==> config.mk <==
export PLATFORM = sky130hd
export DESIGN_NAME = alu_arbiter
export DESIGN_NICKNAME = d
export VERILOG_FILES = /design/src/rtl/alu_arbiter.sv
export SDC_FILE = /design/constraint.sdc
export NUM_CORES = 1
export LEC_CHECK = 0
export ABC_AREA = 1
export CORE_UTILIZATION = 38
export DETAILED_ROUTE_END_ITERATION = 8
export PLACE_DENSITY = 0.83
export SYNTH_ARGS = -nofsm -noshare
export SYNTH_HDL_FRONTEND = slang
export SYNTH_HIERARCHICAL = 1
export SYNTH_SLANG_ARGS = --single-unit
==> constraint.sdc <==
create_clock -name clk -period 1.4 [get_ports clk]
set_input_delay 0.14 -clock clk [delete_from_list [all_inputs] [get_ports clk]]
set_output_delay 0.14 -clock clk [all_outputs]
set_load 0.01 [all_outputs]
==> src/rtl/alu_arbiter.sv <==
// Round-robin front end that shares one combinational ALU between two requesters.
// One operation is in flight at a time; each requester's result is parked until consumed.

module alu_arb_rsp #(
  parameter int XLEN = 32
) (
  input  logic            clk,
  input  logic            rst_n,
  input  logic            wr,
  input  logic [XLEN-1:0] wdata,
  input  logic            rd,
  output logic            valid,
  output logic [XLEN-1:0] res
);
  // A write and a consume never coincide: the slot was empty when its op was granted.
  always_ff @(posedge clk or negedge rst_n) begin
    if (!rst_n) begin
      valid <= 1'b0;
      res   <= '0;
    end else if (wr) begin
      valid <= 1'b1;
      res   <= wdata;
    end else if (rd) begin
      valid <= 1'b0;
    end
  end
endmodule

module alu_arbiter #(
  parameter int XLEN = 32,
  parameter int CW   = 4
) (
  input  logic            clk,
  input  logic            rst_n,
  input  logic            req0_valid,
  output logic            req0_ready,
  input  logic [CW-1:0]   req0_code,
  input  logic [XLEN-1:0] req0_op1,
  input  logic [XLEN-1:0] req0_op2,
  input  logic            req1_valid,
  output logic            req1_ready,
  input  logic [CW-1:0]   req1_code,
  input  logic [XLEN-1:0] req1_op1,
  input  logic [XLEN-1:0] req1_op2,
  output logic            rsp0_valid,
  input  logic            rsp0_ready,
  output logic [XLEN-1:0] rsp0_res,
  output logic            rsp1_valid,
  input  logic            rsp1_ready,
  output logic [XLEN-1:0] rsp1_res,
  output logic [CW-1:0]   alu_code,
  output logic [XLEN-1:0] alu_op1,
  output logic [XLEN-1:0] alu_op2,
  input  logic [XLEN-1:0] alu_res,
  output logic [15:0]     ops_done
);
  localparam logic [CW-1:0] OP_NONE = '0;

  typedef enum logic {IDLE, EXEC} state_t;
  state_t state_q, state_d;

  logic [1:0]            req_valid, req_ready, rsp_valid, rsp_ready, elig, rsp_wr;
  logic [1:0][CW-1:0]    req_code;
  logic [1:0][XLEN-1:0]  req_op1, req_op2, rsp_res;
  logic                  last_q, gnt_id, hs, id_q;
  logic [CW-1:0]         code_q;
  logic [XLEN-1:0]       op1_q, op2_q;
  logic [15:0]           ops_q;

  assign req_valid = {req1_valid, req0_valid};
  assign req_code  = {req1_code, req0_code};
  assign req_op1   = {req1_op1, req0_op1};
  assign req_op2   = {req1_op2, req0_op2};
  assign rsp_ready = {rsp1_ready, rsp0_ready};

  // A requester still holding an unconsumed result sits out arbitration.
  assign elig   = req_valid & ~rsp_valid;
  assign gnt_id = (&elig) ? ~last_q : elig[1];

  always_comb begin
    state_d   = state_q;
    req_ready = '0;
    hs        = 1'b0;
    unique case (state_q)
      IDLE: if (|elig) begin
        req_ready[gnt_id] = rst_n;
        hs                = 1'b1;
        state_d           = EXEC;
      end
      EXEC: state_d = IDLE;
    endcase
  end

  always_ff @(posedge clk or negedge rst_n) begin
    if (!rst_n) begin
      state_q <= IDLE;
      last_q  <= 1'b1;
      id_q    <= 1'b0;
      code_q  <= OP_NONE;
      op1_q   <= '0;
      op2_q   <= '0;
      ops_q   <= '0;
    end else begin
      state_q <= state_d;
      if (hs) begin
        last_q <= gnt_id;
        id_q   <= gnt_id;
        code_q <= req_code[gnt_id];
        op1_q  <= req_op1[gnt_id];
        op2_q  <= req_op2[gnt_id];
      end
      if (state_q == EXEC) ops_q <= ops_q + 16'd1;
    end
  end

  assign rsp_wr   = (state_q == EXEC) ? (2'b01 << id_q) : 2'b00;
  assign alu_code = (state_q == EXEC) ? code_q : OP_NONE;
  assign alu_op1  = (state_q == EXEC) ? op1_q : '0;
  assign alu_op2  = (state_q == EXEC) ? op2_q : '0;

  for (genvar k = 0; k < 2; k++) begin : g_rsp
    alu_arb_rsp #(.XLEN(XLEN)) u_rsp (
      .clk   (clk),
      .rst_n (rst_n),
      .wr    (rsp_wr[k]),
      .wdata (alu_res),
      .rd    (rsp_ready[k]),
      .valid (rsp_valid[k]),
      .res   (rsp_res[k])
    );
  end

  assign req0_ready = req_ready[0];
  assign req1_ready = req_ready[1];
  assign rsp0_valid = rsp_valid[0];
  assign rsp1_valid = rsp_valid[1];
  assign rsp0_res   = rsp_res[0];
  assign rsp1_res   = rsp_res[1];
  assign ops_done   = ops_q;
endmodule
---- After elaboration in Yosys (flattened, before gate mapping) ----
Index checks and enable logic that the tools add are counted.
storage, ports and cells
  register bits ........................... 153
  latch bits .............................. 0
  bits in writable memories ............... 0
  ROM bits ................................ 0
  output and inout bits ................... 152
  logic and storage cells ................. 47
  memories ................................ 0
cells by class
  $add $sub $neg .......................... 1
  multiply operators ...................... 0
  divide/modulo/power cells ............... 0
  order comparisons ....................... 2
  eq/ne operators ......................... 0
  shift-type cells ........................ 1
  multiplexer cells ....................... 22
  bitwise operators ....................... 5
  reduce and logical (&&, ||, !) cells .... 5
operators with widths
  operator                                             count
  2-to-1 mux 32 bit                                    6
  adder 16 x 1 -> 16 bit (second input constant)       1
  2-to-1 mux 4 bit                                     3
  2-to-1 mux 1 bit                                     8
  2-to-1 mux 2 bit                                     3
  AND 2 bit                                            2
  nonzero test 2 bit                                   2
  < comparator 1 x 2 -> 1 bit (second input constant)  1
  NOT 1 bit                                            2
  NOT 2 bit                                            1
  one-hot mux 1 bit (2 select lines)                   1
  AND reduction 2 bit                                  1
  OR reduction 2 bit                                   1
  left shift 1 x 1 -> 2 bit (first input constant)     1
  demux 1 bit (select 1 bit)                           1
  >= comparator 1 bit (second input constant)          1
  logical AND 1 bit                                    1

---- Logic depth before layout (Yosys ltp) ----
Gate-level depths: netlist of run 1.
  depth after elaboration ................. 11
  mapped depth ............................ 9
  depth with buffers taken out ............ 7

---- Cells and area by module ----
Netlist of run 1, hierarchy kept.
modules (own cells, without submodules)
  module       instances  cells each  area an instance (um^2)
  alu_arbiter  1          657         4,707.0
  alu_arb_rsp  2          140         1,326.3

---- Worst setup path after synthesis of run 1 ----
Ideal clock, no wire load.
  path type ............................... reg2reg
  start ................................... register state_q
  end ..................................... register g_rsp[1].u_rsp.res[20]
  library setup time ...................... 0.116 ns
  data arrival time ....................... 1.253 ns
  required time ........................... 1.284 ns
  slack ................................... 0.031 ns
  stages on the path, launching flop included .. 10
  path buffers ............................ 4
  cells stage by stage .................... dfrtp_1 > buf_2 > buf_2 > nand2_1 > inv_1 > buf_6 > inv_8 > buf_12 > nand2_2 > nand2_1
on the way
  longest elaborated chain between the ends .. 1
RTL lines
  what                    line  RTL
  from (decl)             60    state_t state_q, state_d;
  from (signal assigned)  104   state_q <= state_d;
  2-to-1 mux 2 bit        116   assign rsp_wr = (state_q == EXEC) ? (2'b01 << id_q) : 2'b00;
  named net rsp_wr[1]     62    logic [1:0] req_valid, req_ready, rsp_valid, rsp_ready, elig, rsp_wr;
  to (signal assigned)    22    res <= wdata;
  to (decl)               13    output logic [XLEN-1:0] res
The timed path passes the listed nets, and every way through them passes these cells.
A chain may end at the register's enable or synchronous reset.

---- Final worst setup path of run 1 ----
  start ................................... register state_q
  end ..................................... output alu_op1[30]
on the way
  longest elaborated chain between the ends .. 1
RTL lines
  what               line  RTL
  2-to-1 mux 32 bit  118   assign alu_op1 = (state_q == EXEC) ? op1_q : '0;
  to (decl)          52    output logic [XLEN-1:0] alu_op1,
Every way passes these cells.

==> reports/results.ini, run 1 <==
[sta]
slew_headroom_pct = 44.7
fin_crit_ns = 1.75
rsz0062_at_grt = true
fmax_mhz = 572
worst_hold_slack_ns = 0.272
max_slew.worst_pin.slew_ns = 0.830
final.setup_skew_ns = 0.0131
fin_crit_sh_pct = 125
setup_viol = 220
hold_viol_final = 0
finalWorstSetupSlack_ns = -0.347
slew_violations = 0

[layout]
final_util_pct = 78.8
syn2layout_area_growth_pct = 102
n_antenna_cell = 0
final_cells = 1624
stdcell_area_sq_um = 14800
finalNetCount = 1526
drive_gt1_share_pct = 44.6

[power]
fin_total_pwr_w = 0.0360
p_leak_nw = 7.22
peakVddDrop_v = 0.00129
power_density_nw_per_um2 = 2430

[yosys]
yosys.area_share.simple_pct = 26.4
synth.top_cell.area_share_pct = 51.7
synth_top_family_by_area = simple AND/OR/NAND/NOR gates
synth.largest_area_cell = dfrtp_1
ys_top_cells_by_area = dfrtp_1 (52%), nand2_1 (18%), a21oi_1 (8.6%)
yosysUniqueCellTypes = 25
synthCells = 937
yosysWarnings = 6
synth_edf_count = 0
synthArstFlopShare_pct = 100
avgSynthCellArea_sq_um = 7.85
synthesis.area_sq_um = 7360
synthAdderAreaFrac_pct = 0.170
ys_top_cells_by_count = nand2_1 (359), dfrtp_1 (152), a21oi_1 (127)
ys_ff_latch = 153
ys_seq_area_share_pct = 52.0
synth_ff_type = dfrtp_1
muxShareOfSynthArea_pct = 0
syn-num-nets = 1112
synth-compound-area-share_pct = 9.93
synth.most_common_cell = nand2_1
synth_xor_area_share_pct = 0.714

[place]
placed_cell_area_sq_um = 11000
placed_cells = 1504
post-dp-hpwl_mm = 16.4
io_buffers = 325
gp_congestion = 0.886

[hold_path]
hold_depth = 3
min_from = req1_op1[27]
min_path_type = in2reg
hold_end = op1_q[27]$_DFFE_PN0P_

[routing]
routed_wirelength_mm = 36.7
drt_iter0_markers = 566
vias = 8656
viasPerCell = 5.33
drcViolationCount = 0
firstDrtPassIters = 5
final_antenna_net_count = 0
routedWlPerCell_microns = 22.6

[floorplan]
coreArea_sq_um = 18800
rows = 50
die_w_microns = 141
fp.dieH_microns = 141
start_util_pct = 39.1
io_pins = 326
dieArea_sq_um = 19900

[cts]
numClockSinks = 153
cts-root-buf = clkbuf_16
cts_tree = built
max-clock-path-buffers = 2
clk_latency_ns = 0.42
cts_max_level = 4
cts_buffers = 17
clk_pin_slew_ns = 0.07

[critical_path]
crit_required_ns = 1.26
r2r_end = op2_q[9]$_DFFE_PN0P_
slowest_stage = dfrtp_2
critPathMaxStageDelay_ns = 0.49
critPathBufInv = 5
crit_top_cell = buf_6
cp_top_family = buffers and inverters
crit_path_end_kind = primary output
critPathKind = reg2out
crit_fanout = 8
rrSetupSlack_ns = -0.26
cp.arrival_ns = 1.61
worstSetupStartpointType = flop
crit_path_cell_trace = buf_6, clkbuf_16, buf_8, nand2_4, inv_2, buf_6
reg2reg_depth = 9
r2r_start = state_q$_DFF_PN0_

[outcome]
failed_checks = setup timing
status = complete, but fails checks

[global_routing]
grt_max_degree = 154
overflow = 0
grtUsageTotal_pct = 27.0
antenna_found_initial = 0
grt_pass1_wl_mm = 41.1
grt_pass1_vias = 7879

[job]
drv_cap = 0

placed cells by master, fill, tap and decap left out, types with 6 or more instances in the layout:
cell type	instances
nand2_1	219
clkdlybuf4s50_1	172
dfrtp_1	150
nand2_2	95
dlygate4sd2_1	78
buf_6	76
a21oi_2	74
nand2_4	64
inv_2	47
inv_1	47
nor2_4	38
clkbuf_16	38
a21oi_4	32
a21oi_1	31
nor2_1	30
buf_12	23
buf_4	19
nor2_2	17
buf_16	17
buf_2	16
buf_8	10
nand3_1	9
nand4_1	7
inv_8	6
inv_6	6
metal layers:
metal  routed length [microns]  track usage, %  part of all wire, %
met5                         0               0                    0
met4                      2230            10.9                  6.1
met3                      3430            7.95                  9.3
met2                     18000            46.9                   49
met1                     13100            31.1                   36
what timing repair did:
item | in CTS | in global routing
pin swaps | 3 | 67
gates cloned | 17 | 29
resized for setup | 376 | 625
setup buffers | 16 | 33
hold buffers | 1 | 0
setup endpoints to repair | 247 | 223
hold endpoints to repair | 152 | 0
final cells by class:
type	instances	area [sq um]
inverter	103	480
timing repair inverter	7	120
sequential	153	3830
tap	260	325
clock buffer	18	439
fill	1089	4000
timing repair buffer	438	5150
clock inverter	14	114
multi-input combinational	631	4370
per-stage QoR:
step | TNS (ns) | setup slack, ns
3_3_place_gp | -17.88 | -0.285
2_1_floorplan | 0 | 0.0309
6_report | -37.52 | -0.347
4_1_cts | -52.45 | -0.516
3_5_place_dp | -18.81 | -0.344
5_1_grt | -48.91 | -0.383
sequential cells by signal, summed over array words and instances, names as in the netlist:
register / flops
g_rsp.u_rsp/res: 64
op1_q: 32
op2_q: 32
ops_done: 16
code_q: 4
g_rsp.u_rsp/valid: 2
id_q: 1
last_q: 1
state_q: 1
power by group:
part / internal [W] / switching, W
logic: 0.0110 / 0.0117
clock network: 0.00237 / 0.00211
registers: 0.00653 / 0.00225
total: 0.0199 / 0.0161
worst max-delay path by stage:
| stage | startpoint | endpoint | slack, ns | depth (start not counted) |
|---|---|---|---|---|
| floorplan | state_q$_DFF_PN0_ | g_rsp[1].u_rsp/res[20]$_DFFE_PN0P_ | 0.03 | 9 |
| global placement | req0_valid | req0_ready | -0.28 | 6 |
| detailed placement | req0_valid | req0_ready | -0.34 | 6 |
| CTS | state_q$_DFF_PN0_ | req0_ready | -0.52 | 6 |
| global route | state_q$_DFF_PN0_ | alu_op1[30] | -0.38 | 6 |
| finish | state_q$_DFF_PN0_ | alu_op1[30] | -0.35 | 6 |
tightest hold or removal path: cells and delay by family:
kind                   cells  cell delay [ns]
AOI/OAI and AO/OA          1             0.06
and+or+nand+nor            1             0.06
buffers and inverters      1             0.40
cell families after synthesis:
logic type,Yosys count
simple gates,486
buf+inv,153
flops,153
compound gates,138
xor+xnor,6
fa+ha+maj,1
Power figures use the tool's default switching activity.
==> run 2: changes to the inputs <==
--- a/config.mk
+++ b/config.mk
@@ -11,5 +11,4 @@
 export PLACE_DENSITY = 0.83
 export SYNTH_ARGS = -nofsm -noshare
 export SYNTH_HDL_FRONTEND = slang
-export SYNTH_HIERARCHICAL = 1
 export SYNTH_SLANG_ARGS = --single-unit
==> reports/results.ini, run 2 <==
[floorplan]
coreArea_sq_um = 18200
fp.dieH_microns = 139
io_pins = 326
rows = 49
start_util_pct = 39.3
die_w_microns = 139
dieArea_sq_um = 19400

[yosys]
yosysWarnings = 0
ys_seq_area_share_pct = 53.5
synthesis.area_sq_um = 7160
ys_top_cells_by_count = nand2_1 (243), dfrtp_1 (152), a21oi_1 (136)
avgSynthCellArea_sq_um = 7.99
synth_edf_count = 0
synth_ff_type = dfrtp_1
ys_ff_latch = 153
synthArstFlopShare_pct = 100
synth.most_common_cell = nand2_1
synth.largest_area_cell = dfrtp_1
yosysUniqueCellTypes = 27
synth.top_cell.area_share_pct = 53.1
syn-num-nets = 1071
ys_top_cells_by_area = dfrtp_1 (53%), nand2_1 (13%), a21oi_1 (9.5%)
synthCells = 896

[power]
peakVddDrop_v = 0.00132
switching_power_w = 0.0113
power_frac_comb_pct = 53.4
power_density_nw_per_um2 = 2230
pwr-share-seq_pct = 29.3
fin_total_pwr_w = 0.0269
intPower_w = 0.0156
switching_share_pct = 42.0
p_leak_nw = 6.16
p_clk_share_pct = 17.3

[layout]
final_util_pct = 66.3
syn2layout_area_growth_pct = 68.5
final_common_cell = nand2_1
top_register = g_rsp.u_rsp.res
mostFrequentLayoutCells = nand2_1 (206), clkdlybuf4s50_1 (172), dfrtp_1 (150)
largest_reg_flops = 64
finalNetCount = 1427
n_antenna_cell = 0
drive_gt1_share_pct = 21.3
top_regs = g_rsp.u_rsp.res (64), op1_q (32), op2_q (32)

[global_routing]
overflow = 0
grt_pass1_vias = 7112
grtUsageTotal_pct = 25.4
antenna_found_initial = 0
grt_pass1_wl_mm = 38.3
grt_max_degree = 154

[routing]
wl_met2_mm = 13.5
drcViolationCount = 13
firstDrtPassIters = 7
wirelength_met1_mm = 10.8
viasPerCell = 5.10
wl_met3_mm = 1.94
drt_iter0_markers = 499
vias = 7617
top_layer_used = met4
routed_wirelength_mm = 27.6
final_antenna_net_count = 0
routedWlPerCell_microns = 18.5

[sta]
rsz0062_at_grt = true
finalWorstSetupSlack_ns = -0.206
setup_viol = 145
hold_viol_final = 0
fmax_mhz = 623
slew_headroom_pct = 35.7
fin_crit_sh_pct = 115
max_slew.worst_pin.slew_ns = 0.965
slew_violations = 0
worst_hold_slack_ns = 0.264
fin_crit_ns = 1.61
final.setup_skew_ns = 0.0131

[critical_path]
worstSetupStartpointType = flop
critPathKind = reg2out
crit_path_end_kind = primary output
crit_required_ns = 1.26
cp.arrival_ns = 1.47
crit_fanout = 10

[outcome]
failed_checks = DRC, setup timing
status = complete, but fails checks

[cts]
cts_tree = built
cts-root-buf = clkbuf_16
cts_max_level = 4
max-clock-path-buffers = 2
cts_buffers = 17
clk_pin_slew_ns = 0.08
clk_latency_ns = 0.42
numClockSinks = 153

[hold_path]
min_path_type = in2reg

[place]
gp_congestion = 0.871
io_buffers = 325
post-dp-hpwl_mm = 16.4

[job]
drv_cap = 0

-- run 2: kinds of logic after synthesis --
family          share of synthesized area, %
compound gates                          14.4
xor+xnor                               0.856
buf+inv                                 11.6
flops                                   53.5
simple gates                            19.5
fa+ha+maj                              0.175
-- run 2: critical path, cell delays in order (launching register included) --
cell     delay, ns
dfrtp_2       0.45
buf_6         0.20
buf_16        0.15
nand2_1       0.06
inv_1         0.06
buf_2         0.12
-- run 2: what timing repair did --
action                                 4_1_cts  5_1_grt
resized for setup                          305      232
pin swaps                                    1       15
setup buffers                               12        9
setup endpoints to repair                  227      155
hold buffers                                 1        0
gates cloned                                 6       13
endpoints found under the hold margin      152        0
-- run 2: metal layers --
| metal | up-vias | GRT usage (%) |
|---|---|---|
| met5 | - | 0 |
| met4 | 0 | 13.2 |
| met3 | 92 | 5.26 |
| met2 | 385 | 42.7 |
| met1 | 3638 | 30.8 |
| li1 | 3502 | - |
-- run 2: power groups by stage --
stage                     registers, W  clock network, W  logic [W]
after floorplan                0.00805                 0    0.00573
after global placement         0.00769                 0     0.0121
after detailed placement       0.00777                 0     0.0124
after CTS                      0.00769           0.00470     0.0122
after global routing           0.00810           0.00493     0.0154
final                          0.00788           0.00465     0.0144
-- run 2: cell type report --
class / count / area [sq um]
clock buffer: 17 / 425
clock inverter: 15 / 176
fill: 1412 / 6140
inverter: 130 / 495
multi-input combinational: 563 / 2810
sequential: 153 / 3830
tap: 229 / 287
timing repair buffer: 387 / 4040
-- run 2: final timing paths --
path	startpoint	end	slack [ns]	cells after the start
worst max-delay path	state_q$_DFF_PN0_	alu_op1[23]	-0.21	5
worst min-delay path	req1_op2[20]	op2_q[20]$_DFFE_PN0P_	0.26	3
worst max register to register	state_q$_DFF_PN0_	op1_q[11]$_DFFE_PN0P_	-0.18	6
worst min register to register	last_q$_DFFE_PN1P_	last_q$_DFFE_PN1P_	0.48	2
max in group asynchronous	rst_n	ops_done[5]$_DFFE_PN0P_	0.15	3
min in group asynchronous	rst_n	ops_done[2]$_DFFE_PN0P_	0.39	3
-- run 2: metrics by stage --
step	worst slack (ns)	area [sq um]	std cells	TNS, ns
after floorplan	0.0292	7160	896	0
after global placement	-0.512	10700	1424	-32.62
after detailed placement	-0.529	10700	1424	-36.32
after CTS	-0.466	11400	1474	-22.57
after global routing	-0.287	12100	1494	-25.87
final	-0.206	12100	1494	-16.55
==> run 3: changes to the inputs <==
--- a/config.mk
+++ b/config.mk
@@ -5,10 +5,9 @@
 export SDC_FILE = /design/constraint.sdc
 export NUM_CORES = 1
 export LEC_CHECK = 0
-export ABC_AREA = 1
-export CORE_UTILIZATION = 38
+export CORE_UTILIZATION = 40
 export DETAILED_ROUTE_END_ITERATION = 8
-export PLACE_DENSITY = 0.83
+export PLACE_DENSITY = 0.84
 export SYNTH_ARGS = -nofsm -noshare
 export SYNTH_HDL_FRONTEND = slang
 export SYNTH_SLANG_ARGS = --single-unit
==> reports/results.ini, run 3 <==
[sta]
slew_violations = 0
fmax_mhz = 559
max_slew.worst_pin.slew_ns = 0.548
worst_hold_slack_ns = 0.0741
setup_viol = 211
slew_headroom_pct = 63.5
rsz0062_at_grt = true
finalWorstSetupSlack_ns = -0.388
hold_viol_final = 0
fin_crit_sh_pct = 128
final.setup_skew_ns = 0.0140
fin_crit_ns = 1.79

[layout]
finalNetCount = 1272
final_common_cell = clkdlybuf4s50_1
largest_reg_flops = 64
seq_area_sq_um = 3840
final_util_pct = 79.8
multi_input_area_sq_um = 5070
top_regs = g_rsp.u_rsp.res (64), op1_q (32), op2_q (32)
n_fill_cell = 1056
mostFrequentLayoutCells = clkdlybuf4s50_1 (171), dfrtp_1 (145), dlymetal6s2s_1 (73)
top_register = g_rsp.u_rsp.res
drive_gt1_share_pct = 43.2
syn2layout_area_growth_pct = 94.6

[power]
intPower_w = 0.0226
pwr-share-seq_pct = 22.5
power_density_nw_per_um2 = 2320
p_clk_share_pct = 13.1
p_leak_nw = 7.49
switching_power_w = 0.0137
power_frac_comb_pct = 64.4
peakVddDrop_v = 0.00133
switching_share_pct = 37.8

[outcome]
status = complete, but fails checks
failed_checks = setup timing

[floorplan]
die_w_microns = 143
coreArea_sq_um = 19500
start_util_pct = 41.0
fp.dieH_microns = 143
io_pins = 326
dieArea_sq_um = 20600
rows = 51

[global_routing]
grt_pass1_wl_mm = 48.9
overflow = 0
antenna_found_initial = 2
grtUsageTotal_pct = 32.0
grt_pass1_vias = 8258
grt_max_degree = 97

[critical_path]
crit_path_cell_trace = buf_6, buf_16, and2_1, clkdlybuf4s15_2
crit_required_ns = 1.26
crit_fanout = 5
critPathKind = reg2out
cp.arrival_ns = 1.65
critPathMaxStageDelay_ns = 0.52
crit_path_end_kind = primary output
slowest_stage = dfrtp_4
worstSetupStartpointType = flop

[yosys]
synthArstFlopShare_pct = 100
ys_ff_latch = 153
avgSynthCellArea_sq_um = 11.5
synthCells = 698
synth.top_cell.area_share_pct = 47.5
yosysWarnings = 0
syn-num-nets = 873
ys_top_cells_by_area = dfrtp_1 (48%), mux2_2 (9.1%), a2bb2oi_1 (7.4%)
yosysUniqueCellTypes = 37
synth.largest_area_cell = dfrtp_1
synthesis.area_sq_um = 8010
synth.most_common_cell = dfrtp_1
synth_edf_count = 0
ys_top_cells_by_count = dfrtp_1 (152), a2bb2oi_1 (68), and2_1 (68), and3b_1 (68), o21ai_0 (66)
synth_ff_type = dfrtp_1
ys_seq_area_share_pct = 47.8

[routing]
top_layer_used = met4
routedWlPerCell_microns = 27.2
routed_wirelength_mm = 37.5
viasPerCell = 6.05
wl_met3_mm = 3.12
vias = 8343
wirelength_met1_mm = 14.2
final_antenna_net_count = 0
drcViolationCount = 0
drt_iter0_markers = 533
wl_met2_mm = 18.4
firstDrtPassIters = 7

[hold_path]
min_path_type = in2reg

[cts]
cts_tree = built
numClockSinks = 153
clk_pin_slew_ns = 0.07
cts-root-buf = clkbuf_16
clk_latency_ns = 0.44
cts_buffers = 17
cts_max_level = 4
max-clock-path-buffers = 2

[place]
place_ws_ns = -0.575
io_buffers = 325
post-dp-hpwl_mm = 16.9
gp_congestion = 0.780

[job]
drv_cap = 0

==> run 3: changes by cell type after synthesis, sizes merged, moves of 69 or more <==
cell,before,now
nand2,246,5
a21oi,136,0
inv,130,4
nor2,83,2
and3b,0,69
==> run 3: cell families (layout without fill, tap and decap cells) <==
logic type	count (synthesis)	in the layout	synth area share, %
buffers and inverters	86	498	5.69
XOR/XNOR	15	15	1.64
multiplexers	65	65	9.14
flip-flops	153	153	47.8
AND/OR/NAND/NOR	169	169	15.5
other	0	3	0
adder cells (fa/ha/maj)	1	1	0.156
AO/OA/AOI/OAI	209	209	20.0
==> run 3: final timing paths <==
check	startpoint	to	slack (ns)	depth (start not counted)
max in group asynchronous	rst_n	op1_q[12]$_DFFE_PN0P_	0.58	3
max	state_q$_DFF_PN0_	alu_op2[28]	-0.39	4
min in group asynchronous	rst_n	g_rsp[1].u_rsp.valid$_DFFE_PN0P_	0.33	3
min	req1_valid	last_q$_DFFE_PN1P_	0.07	3
min reg2reg	ops_done[15]$_DFFE_PN0P_	ops_done[15]$_DFFE_PN0P_	0.48	1
max reg2reg	g_rsp[0].u_rsp.valid$_DFFE_PN0P_	code_q[3]$_DFFE_PN0P_	-0.28	6
==> run 3: per-stage QoR <==
| step | area [sq um] | power, W | setup TNS, ns | instances |
|---|---|---|---|---|
| after floorplan | 8170 | 0.0158 | -0.936 | 698 |
| after global placement | 11800 | 0.0223 | -54.67 | 1247 |
| after detailed placement | 11800 | 0.0226 | -58.50 | 1247 |
| after CTS | 14200 | 0.0326 | -51.78 | 1355 |
| after global routing | 15600 | 0.0375 | -51.89 | 1377 |
| final | 15600 | 0.0362 | -43.95 | 1378 |
==> run 3: area by class of cell <==
class                           instances  area share [%]
Timing Repair Buffer                  461            36.7
Multi-Input combinational cell        459            32.5
Sequential cell                       153            24.7
Clock buffer                           17            2.73
Tap cell                              265            2.13
Clock inverter                         15            1.12
Inverter                                5           0.153
Antenna cell                            3          0.0482
==> run 3: repair_timing <==
item	CTS	global route
setup endpoints to repair	294	290
cloned	36	15
setup buffers	39	20
gates resized for setup	500	287
hold endpoints to repair	152	0
pin swaps	24	53
hold buffers	1	0
==> run 3: power groups by stage <==
stage	combinational (W)	clock [W]	sequential [W]
after floorplan	0.00770	0	0.00810
after global placement	0.0145	0	0.00778
after detailed placement	0.0148	0	0.00784
after CTS	0.0201	0.00474	0.00782
after global routing	0.0242	0.00494	0.00829
final	0.0233	0.00475	0.00814
==> run 3: critical path: cells and delay by family, from the launching register on <==
| kind | cells | cell delay (ns) |
|---|---|---|
| buffers and inverters | 3 | 0.55 |
| DFF | 1 | 0.52 |
| and+or+nand+nor | 1 | 0.15 |
==> run 3: metal layers <==
| metal | vias to the layer above | global-route usage (%) |
|---|---|---|
| met4 | 0 | 15.5 |
| met2 | 576 | 52.2 |
| met1 | 4139 | 40.1 |
| met3 | 142 | 7.16 |
| li1 | 3486 | - |
| met5 | - | 0 |
==> edit: new RTL, config.mk and constraints of run 3 <==
`XLEN` is set to 32 in 2 places; all go to 64.
--- a/src/rtl/alu_arbiter.sv
+++ b/src/rtl/alu_arbiter.sv
@@ -3,5 +3,5 @@
 
 module alu_arb_rsp #(
-  parameter int XLEN = 32
+  parameter int XLEN = 64
 ) (
   input  logic            clk,
@@ -28,5 +28,5 @@
 
 module alu_arbiter #(
-  parameter int XLEN = 32,
+  parameter int XLEN = 64,
   parameter int CW   = 4
 ) (
Interface: changed (9 resized); port bits go from 326 to 614. No check against the original RTL was run, so the function may have changed too.
==> edit against run 3 <==
  * The flow still finishes with violations (negative setup slack)
  * Sequential cell count increased by 128
  * Highest routed layer unchanged
  * Synthesized area grew 87%
  * Worst setup slack lost 0.53 ns
  * Sequential power is 92% higher
  * Cell area up 86%
  * Non-clock buffer count rose by 416
  * Power increased by 100%
  * Wire length rose by 130%
  * Clock skew is 0.0060 ns higher
==> edit: results (changes against run 3) <==
Yosys
  • Sequential cell area fraction in the yosys report: 47.01% (-0.83 points)
  • Yosys top cell area share: 46.83% (-0.67 points)
  • Async SR Flop Fraction: 100.0% (unchanged)
  • Post-synth top cells: dfrtp_1 (280), and3b_1 (133), o21ai_0 (133)
  • Syn_nets: 1623 (+86%)
  • EDFF count, synth: 0 (unchanged)
  • Yosys cell types: 34 (-8.1%)
  • Syn. warnings: 0 (unchanged)
  • Synth area leaders: dfrtp_1 (47%), mux2_2 (9.7%), and3b_1 (7.8%)

Layout
  • Layout cells sized above 1: 44.83% (+1.6 points)
  • Fin nets: 2375 (+87%)
  • Largest registers: g_rsp.u_rsp.res (128), op1_q (64), op2_q (64)

Clock tree
  • CTS-repair resized insts: 872 (+74%)
  • Hold buffers post-CTS: 1 (unchanged)
  • Num CTS Buffers: 31 (+14)
  • Worst-skew pair later-pin latency: 0.61 ns (+0.17 ns)
  • Clk slew on worst S/H paths: 0.07 ns (about the same)
  • # H-tree levels: 1 (-3)
  • Post-CTS Setup Repair Bufs: 51 (+31%)
  • Clk buf depth: 3 (+1)
  • Root buffer cell: clkbuf_16

Status
  • Outcome: finished with violations
  • Failing checks: negative setup slack

Worst setup path
  • Arr. time, crit path: 2.77 ns (+1.12 ns)
  • CP max FO: 16 (+11)

STA
  • Clk_skew: 0.01998 ns (+0.005961 ns)
  • Measured slew at the worst slew-check pin: 0.8994 ns (+0.3518 ns)
  • Final setup margin: -0.9185 ns (-0.5303 ns)
  • Number of setup violations in the final report: 553 (+160%)

Global routing
  • Pin count of the biggest net entering global routing: 149 (+54%)
  • Vias in the first global route: 15590 (+89%)
  • Initial antenna violation count: 19 (+17)
  • Total GRT Usage: 33.84% (+1.8 points)
  • First-pass GRT wire length: 98400 um (+100%)

Drt
  • First DRT Iteration DRCs: 1472 (+180%)
  • Total number of vias: 16740 (+100%)
  • Total Routed Length: 86190 um (+130%)
  • Pre-Repair DR Iteration Count: 6 (-1)

Hold path
  • Hold WC Path Type: primary input to register

Power
  • Pleak: 12.58 nW (+68%)
  • Peak VDD IR: 1848 uV (+39%)

Placement
  • Cell Area, Placed: 0.02238 mm2 (+90%)
  • Routability congestion estimate: 0.8669 (+11%)
  • Post-DP HPWL: 40160 um (+140%)
  • Buffers added on ports: 613 (+89%)
## edit: cell types whose count changed in the layout (fill, tap and decap cells not counted), sizes merged, moves of 16 or more
cell           change
a221oi            +64
o21ai             +64
clkdlybuf4s50    +299
and2              +64
clkbuf            +48
buf              +182
a2bb2oi           +64
diode             +16
and3b             +64
dfrtp            +128
mux2              +64
dlymetal6s2s      -73
## edit: power by group
part | internal [W] | switching [W] | leakage [nW]
logic | 0.0277 | 0.0208 | 8.80
registers | 0.0123 | 0.00334 | 3.24
clock network | 0.00535 | 0.00388 | 0.535
total | 0.0453 | 0.0281 | 12.6
## edit: cells by family (layout without fill, tap and decap cells)
kind of cell               Yosys count  in the layout  synth area share [%]
AOI/OAI and AO/OA                  401            401                 22.63
and+or+nand+nor                    297            298                 14.49
DFF                                281            281                 47.01
buffers and inverters              164            936                 5.194
muxes                              129            129                 9.710
xor gates and xnor gates            15             15                0.8781
adders and majority gates            1              1               0.08362
other                                0             19                     0
## edit: final timing paths
kind | start | endpoint | slack, ns | cells past startpoint
max | g_rsp[1].u_rsp.valid$_DFFE_PN0P_ | op1_q[34]$_DFFE_PN0P_ | -0.92 | 7
min | rsp1_ready | g_rsp[1].u_rsp.valid$_DFFE_PN0P_ | 0.09 | 2
max reg2reg | g_rsp[1].u_rsp.valid$_DFFE_PN0P_ | op1_q[34]$_DFFE_PN0P_ | -0.92 | 7
min reg2reg | ops_done[15]$_DFFE_PN0P_ | ops_done[15]$_DFFE_PN0P_ | 0.47 | 1
max in group asynchronous | rst_n | state_q$_DFF_PN0_ | 0.41 | 3
min in group asynchronous | rst_n | op1_q[50]$_DFFE_PN0P_ | 0.20 | 3
## edit: cell type report
type / count / area, um2
Fill cell: 1828 / 7787
Multi-Input combinational cell: 844 / 9671
Clock buffer: 43 / 890.9
Inverter: 5 / 23.77
Tap cell: 468 / 585.6
Antenna cell: 19 / 47.55
Sequential cell: 281 / 7041
Clock inverter: 11 / 197.7
Timing Repair Buffer: 877 / 10450
## edit: worst max-delay path, stage by stage (launching register included)
cell and delay [ns]:
dfrtp_4 0.50, nand2b_4 0.16, buf_6 0.12, buf_12 0.14, clkbuf_16 0.19, clkbuf_16 0.20, o21ai_0 0.69, a2bb2oi_2 0.15
## edit: per-stage QoR
step	cells	setup TNS, ns	hold slack (ns)	util [%]	worst slack, ns
finish	2548	-229.64	0.09241	78.78	-0.9185
global route	2548	-244.34	0.08975	78.78	-0.9309
CTS	2443	-222.31	0.004187	69.70	-0.5990
detailed placement	2301	-138.87	0.2642	60.99	-0.7687
global placement	2301	-132.40	0.2583	60.99	-0.7452
floorplan	1288	-9.159	-0.1556	-	-0.1624
## edit: metal layers
layer  part of all wire (%)  global-route usage (%)
met3                     11                   8.221
met5                      0                       0
met2                     46                   56.72
met1                     33                   38.90
met4                     10                   21.17
